### src/rtl/hazard_scoreboard_pkg.sv
// Shared types for the hazard scoreboard: register number, shadow entry and
// the per-stage stall rule used by the producer-side scoreboard.
package cpuDefine;

   localparam int GR_W    = 5;
   localparam int STG_EX  = 0;
   localparam int STG_MEM = 1;
   localparam int STG_WB  = 2;
   localparam int N_STG   = 3;

   typedef logic [GR_W-1:0] Gr;

   typedef struct packed {
      logic valid;
      logic wen;
      Gr    rd_no;
      logic is_load;
   } sb_entry_t;

   // Whether a live writer in a given stage is too young for the bypass network:
   // in_id marks a source consumed in ID rather than in EX.
   function automatic logic stall_needed(input int stage, input logic in_id,
                                         input logic is_load);
      case (stage)
         STG_EX:  return in_id | is_load;
         STG_MEM: return in_id & is_load;
         default: return 1'b0;
      endcase
   endfunction

endpackage

### src/rtl/hazard_scoreboard_sb_match.sv
// Compares one source register number against one shadow entry.
module sb_match
   import cpuDefine::*;
(
   input  Gr         src_no,
   input  sb_entry_t entry,
   output logic      live_match,
   output logic      is_load
);

   // Register 0 is hardwired, so a write to it never creates a dependency.
   assign live_match = entry.valid & entry.wen & (entry.rd_no != '0) &
                       (entry.rd_no == src_no);
   assign is_load    = entry.is_load;

endmodule

### src/rtl/hazard_scoreboard.sv
// Producer-side hazard scoreboard: shadows the EX/MEM/WB writers and stalls ID
// whenever an operand cannot be bypassed in time, injecting an EX bubble.
module hazard_scoreboard
   import cpuDefine::*;
#(
   parameter int GR_W  = 5,
   parameter int CNT_W = 32
)
(
   input  logic             clk,
   input  logic             rst,
   input  logic             issue_valid,
   input  logic             issue_wen,
   input  logic [GR_W-1:0]  issue_rd_no,
   input  logic             issue_is_load,
   input  logic [GR_W-1:0]  rj_no_id,
   input  logic [GR_W-1:0]  rk_no_id,
   input  logic [GR_W-1:0]  rd_no_id,
   input  logic             rj_use_id,
   input  logic             rd_use_id,
   input  logic             rj_use_ex,
   input  logic             rk_use_ex,
   input  logic             rd_use_ex,
   input  logic             pipe_freeze,
   input  logic             flush,
   output logic             stall_id,
   output logic [CNT_W-1:0] perf_stall_cnt
);

   localparam int N_SRC = 5;
   // Sources 0..1 are consumed in ID, 2..4 in EX.
   localparam logic [N_SRC-1:0] SRC_IN_ID = 5'b00011;

   sb_entry_t              stage_reg [N_STG];
   sb_entry_t              issue_entry;
   Gr                      src_no [N_SRC];
   logic [N_SRC-1:0]       src_use;
   logic [N_STG*N_SRC-1:0] hazard;

   assign src_no[0] = Gr'(rj_no_id);
   assign src_no[1] = Gr'(rd_no_id);
   assign src_no[2] = Gr'(rj_no_id);
   assign src_no[3] = Gr'(rk_no_id);
   assign src_no[4] = Gr'(rd_no_id);
   assign src_use   = {rd_use_ex, rk_use_ex, rj_use_ex, rd_use_id, rj_use_id};

   assign issue_entry = '{valid:   issue_valid,
                          wen:     issue_wen,
                          rd_no:   Gr'(issue_rd_no),
                          is_load: issue_is_load};

   for (genvar gi = 0; gi < N_STG; gi++) begin : g_stage
      for (genvar gj = 0; gj < N_SRC; gj++) begin : g_src
         logic live_match;
         logic is_load;

         sb_match u_match (
            .src_no     (src_no[gj]),
            .entry      (stage_reg[gi]),
            .live_match (live_match),
            .is_load    (is_load)
         );

         assign hazard[gi*N_SRC+gj] = live_match & src_use[gj] &
                                      stall_needed(gi, SRC_IN_ID[gj], is_load);
      end
   end

   // Freeze deliberately does not mask the stall: ID must keep holding.
   assign stall_id = issue_valid & ~flush & (|hazard);

   always_ff @(posedge clk or posedge rst) begin
      if (rst) begin
         for (int i = 0; i < N_STG; i++) begin
            stage_reg[i] <= '0;
         end
         perf_stall_cnt <= '0;
      end else begin
         if (flush) begin
            stage_reg[STG_EX].valid <= 1'b0;
            if (!pipe_freeze) begin
               stage_reg[STG_MEM] <= stage_reg[STG_EX];
               stage_reg[STG_WB]  <= stage_reg[STG_MEM];
            end
         end else if (!pipe_freeze) begin
            stage_reg[STG_EX]  <= stall_id ? '0 : issue_entry;
            stage_reg[STG_MEM] <= stage_reg[STG_EX];
            stage_reg[STG_WB]  <= stage_reg[STG_MEM];
         end

         if (stall_id && !pipe_freeze && !(&perf_stall_cnt)) begin
            perf_stall_cnt <= perf_stall_cnt + CNT_W'(1);
         end
      end
   end

endmodule

### config.mk
export PLATFORM = sky130hd
export DESIGN_NAME = hazard_scoreboard
export DESIGN_NICKNAME = d
export VERILOG_FILES = /design/src/rtl/hazard_scoreboard_pkg.sv /design/src/rtl/hazard_scoreboard_sb_match.sv /design/src/rtl/hazard_scoreboard.sv
export SDC_FILE = /design/constraint.sdc
export NUM_CORES = 1
export LEC_CHECK = 0
export ABC_AREA = 1
export CORE_UTILIZATION = 44
export DETAILED_ROUTE_END_ITERATION = 16
export GPL_TIMING_DRIVEN = 0
export PLACE_DENSITY = 0.75
export RECOVER_POWER = 50
export SETUP_SLACK_MARGIN = 0.3
export SLEW_MARGIN = 0
export SYNTH_ARGS = -nofsm -noshare
export SYNTH_HDL_FRONTEND = slang
export SYNTH_SLANG_ARGS = --single-unit
export TNS_END_PERCENT = 20
### constraint.sdc
create_clock -name clk -period 5.3 [get_ports clk]
set_input_delay 1.06 -clock clk [delete_from_list [all_inputs] [get_ports clk]]
set_output_delay 1.06 -clock clk [all_outputs]
set_load 0.01 [all_outputs]
# [Word level (Yosys, flattened, before mapping)]
# Index checks and enable logic that the tools add are counted.
# Widths: inputs -> output; s select.
[totals] latch_bits=0 ram_bits=0 mem_bits_ro=0 inputBits=32 register_bits=48 n_memories=0 wordCells=55 out_inout_bits=33
[classes] n_addsub=1 order_cmp=0 n_mul=0 n_div=0 n_eq_ne=6 n_reduce_logical=9 shift=0 muxes=5 bitwise_logic=25
[ops] cell="$add 32x1->32 const B" count=1
[ops] cell="$mux 16" count=2
[ops] cell="$reduce_and 32->1" count=1
[ops] cell="$eq 5x5->1" count=5
[ops] cell="$mux 24" count=1
[ops] cell="$and 1x1->1" count=23
[ops] cell="$reduce_bool 5->1" count=2
[ops] cell="$mux 8" count=1
[ops] cell="$reduce_or 7->1" count=1
[ops] cell="$logic_and 1x1->1" count=2
[ops] cell="$logic_not 1->1" count=2
[ops] cell="$ne 2x1->1 const B" count=1
[ops] cell="$not 1->1" count=2
[ops] cell="$reduce_and 2->1" count=1
[ops] cell="$mux 1" count=1

# [Depth between registers and ports, before layout]
[logic_depth] depth_word=10 depth_mapped=14

# [Cells and area by module]
# From an unflattened synthesis, not the netlist that was laid out.
[hier_totals] hier_cells=678 hier_area_um2=3876.2
[by_module_without_submodules] mod="hazard_scoreboard" area_per_inst_um2=2956.6 cells_each=447 n_inst=1
[by_module_without_submodules] mod="sb_match" area_per_inst_um2=131.4 cells_each=33 n_inst=7

# [Least setup slack after synthesis]
# No wires, ideal clock.
[synth_path] path_type="input-to-output" start="input rj_no_id[2]" end="output stall_id" slack_ps=2069 n_path_buf=1 t_required_ps=4240 arrival_time_ps=2171 stages=10 cell_sequence="inv_1 nor2_1 nor3_1 nand3_1 nand2_1 nand2_1 nand2_1 buf_6 nand2_2 nor2_1"
[synth_via] elab_chain_len=6 elab_cells_between_ends=11
[synth_rtl] element="start, declared" line="hazard_scoreboard.sv:16" rtl="input logic [GR_W-1:0] rj_no_id,"
[synth_rtl] element="$eq 5x5->1 (on tied branches)"
[synth_rtl] element="$and 1x1->1" line="hazard_scoreboard_sb_match.sv:12" rtl="assign live_match = entry.valid & entry.wen & (entry.rd_no != '0) &"
[synth_rtl] element="$and 1x1->1 (2 in series)" line="hazard_scoreboard.sv:64" rtl="assign hazard[gi*N_SRC+gj] = live_match & src_use[gj] &"
[synth_rtl] element="$reduce_or 7->1 *" line="hazard_scoreboard.sv:70" rtl="assign stall_id = issue_valid & ~flush & (|hazard);"
[synth_rtl] element="$and 1x1->1 *" line="hazard_scoreboard.sv:70"
[synth_rtl] element="end, declared" line="hazard_scoreboard.sv:26" rtl="output logic stall_id,"
# Mark *: on every way between the ends. The rest lies on a longest branch, timed or not.

# [Worst setup path after layout]
[layout_path] start="input rj_no_id[4]" end="output stall_id"
# The elaborated chain is that of the path after synthesis.

==> results.yml <==
run_status:
  outcome: "finished, violations left"
  violations: "capacitance limit, slew limit"
layout:
  nets: 559
  layout_common_cells: "146 x nand2_1, 66 x inv_1, 54 x clkdlybuf4s50_1"
  antenna_cells: 0
  largest_reg_flops: 32
  final_common_cell: "nand2_1"
  syn2layout_area_growth_pct: 26.4
  drive_gt1_share_pct: 6.08
synthesis:
  synth_cells: 455
  synth-main-ff-cell: "dfrtp_1"
  synth_top_area_share_pct: 38.2
  synth_area_leaders: "dfrtp_1 38%, nand2_1 17%, inv_1 7.9%, nand3_1 5.6%, nand4_1 5.0%"
  netlist_area_um2: 3150
  yosysSeqAreaShare_pct: 38.2
  synth.ff_latch_count: 48
  ys_async_sr_fraction_pct: 100
  yosys.area.top_type: "dfrtp_1"
  synth.distinct_cells: 34
  syn-num-nets: 488
  synth.avg_cell_area_um2: 6.92
  synth-edff-count: 0
  yosysWarnings: 0
sta:
  final.setup.tns_ps: 0
  rsz0062_at_grt: "no"
  hold_viol_final: 0
  final-setup-viol-count: 0
  fin_skew_ps: 7.40
  tightest_slew_ps: 2100
  drv_slew: 40
  fin_crit_sh_pct: 83.4
  min_period_ps: 4420
  relSlewSlack_pct: -40.1
  fmax_ghz: 0.226
cts:
  post_cts_buffers: 0
  clock_sinks: 48
  clkTransAtPathRegs_ps: 80
  cts.htree.levels: 2
  cts_resized: 0
  clock_latency_ps: 300
  cts.path.max_buffers: 2
  cts_tree: "built"
  numCtsBuffers: 5
  cts_root_buf: "clkbuf_8"
  cts_hold_buf: 0
setup_path:
  cp_cell_sequence: "clkdlybuf4s50_1 > xor2_1 > nor3_1 > nand3_1 > nand2_1 > nand2_1 > nand2_1 > buf_6 > nand2_2 > nor2_1 > clkdlybuf4s50_1"
  cp-start-kind: "input port"
  crit_type: "in -> out"
  path_max_fanout: 10
  crit_path_top_delay_cell: "clkdlybuf4s50_1"
  required_ps: 4240
  max_stage_delay_ps: 540
  worst-r2r-setup-slack_ps: 3160
  critPathMostFrequentCell: "nand2_1"
  worstSetupEndpointType: "output port"
  cp_data_arrival_time_ps: 3360
route:
  vias: 3202
  drc: 0
  wl_met3_um: 389
  drt_iter0_markers: 210
  final_antenna_net_count: 0
  wl_met1_um: 3980
  routed_wirelength_um: 8420
  vias_per_cell: 5.15
  highest_layer: "met4"
  wl_met2_um: 3970
  routedWlPerCell_um: 13.5
  first_pass_iters: 6
grt:
  grt_pass1_wl_um: 14300
  grt_overflow: 0
  track_usage_pct: 24.6
  grt_start_max_net_pins: 40
  grt_pass1_vias: 3057
  antenna_found_initial: 0
floorplan:
  die_w_um: 86.6
  start_util_pct: 45.8
  ioPinCount: 65
  die-height_um: 86.6
  num_rows: 30
  die_area_um2: 7500
  coreArea_um2: 6870
flow_run:
  maxCapViolCount: 1
min_path:
  hold_path.class: "reg -> reg"
power_and_ir_drop:
  total_power_w: 0.000721
  worst_ir_drop_vdd_v: 0.0000918
  power_density_nw_per_um2: 181
  leakagePower_nw: 1.92
place:
  portBuffers: 63
  gp_congestion: 0.905
  dp_hpwl_um: 6550
critical path, delay by kind of cell:
kind | cells | cell delay [ps]
buf+inv | 3 | 1190
xor+xnor | 1 | 160
simple gates | 7 | 950
worst paths after layout:
path | from | endpoint | cells after the start
setup / recovery | rj_no_id[4] | stall_id | 11
hold / removal | stage_reg[8] | stage_reg[8] | 2
setup reg to reg | perf_stall_cnt[0] | perf_stall_cnt[3] | 12
hold reg to reg | stage_reg[8] | stage_reg[8] | 2
max in group asynchronous | rst | perf_stall_cnt[29] | 3
min in group asynchronous | rst | stage_reg[18] | 2
metrics by stage:
step	utilization [%]	hold WS, ps	instances	area (um2)	setup WS [ps]
after floorplan	-	450	455	3150	2070
after global placement	56.8	467	614	3900	899
after detailed placement	57.0	488	615	3920	877
after CTS	58.2	507	622	4000	875
after global routing	57.9	538	622	3980	674
final	57.9	496	622	3980	877
cells by family (layout without fill, tap and decap cells):
logic type	count (synthesis)	after routing	synth area share, %
AO/OA/AOI/OAI	33	33	5.60
flip-flops	48	48	38.2
XOR/XNOR	16	16	4.45
adder cells (fa/ha/maj)	1	1	0.397
AND/OR/NAND/NOR	278	278	41.2
buffers and inverters	79	150	10.2
cell type report:
cell class,count,area [um2]
fill,656,2890
multi-input combinational,328,1630
sequential,48,1200
timing repair buffer,64,634
inverter,71,267
tap,96,120
clock buffer,6,72.6
buffer,8,53.8
clock inverter,1,5.00
routing by layer:
metal | up-vias | track usage, %
li1 | 1602 | -
met5 | - | 0
met4 | 0 | 5.76
met3 | 7 | 3.14
met1 | 1518 | 34.3
met2 | 75 | 40.8
cell usage after synthesis, types with 2 or more instances:
master    instances
a21oi_1           2
buf_4             2
buf_6             2
clkbuf_1          3
dfrtp_1          48
inv_1            66
inv_2             4
nand2_1         146
nand3_1          35
nand3_2           2
nand3b_1          4
nand4_1          25
nor2_1           37
nor2_2            4
nor2_4            2
nor3_1           12
nor3_2            2
nor3_4            2
nor4_1            3
o21ai_0          19
o21ai_1           8
xnor2_1           6
xor2_1           10
report_power, final:
part           switching (W)  total (W)  internal, W
clock               0.000120   0.000210    0.0000900
combinational      0.0000624   0.000112    0.0000491
sequential         0.0000176   0.000400     0.000382
Note: power is estimated with default switching activity, not from simulation.
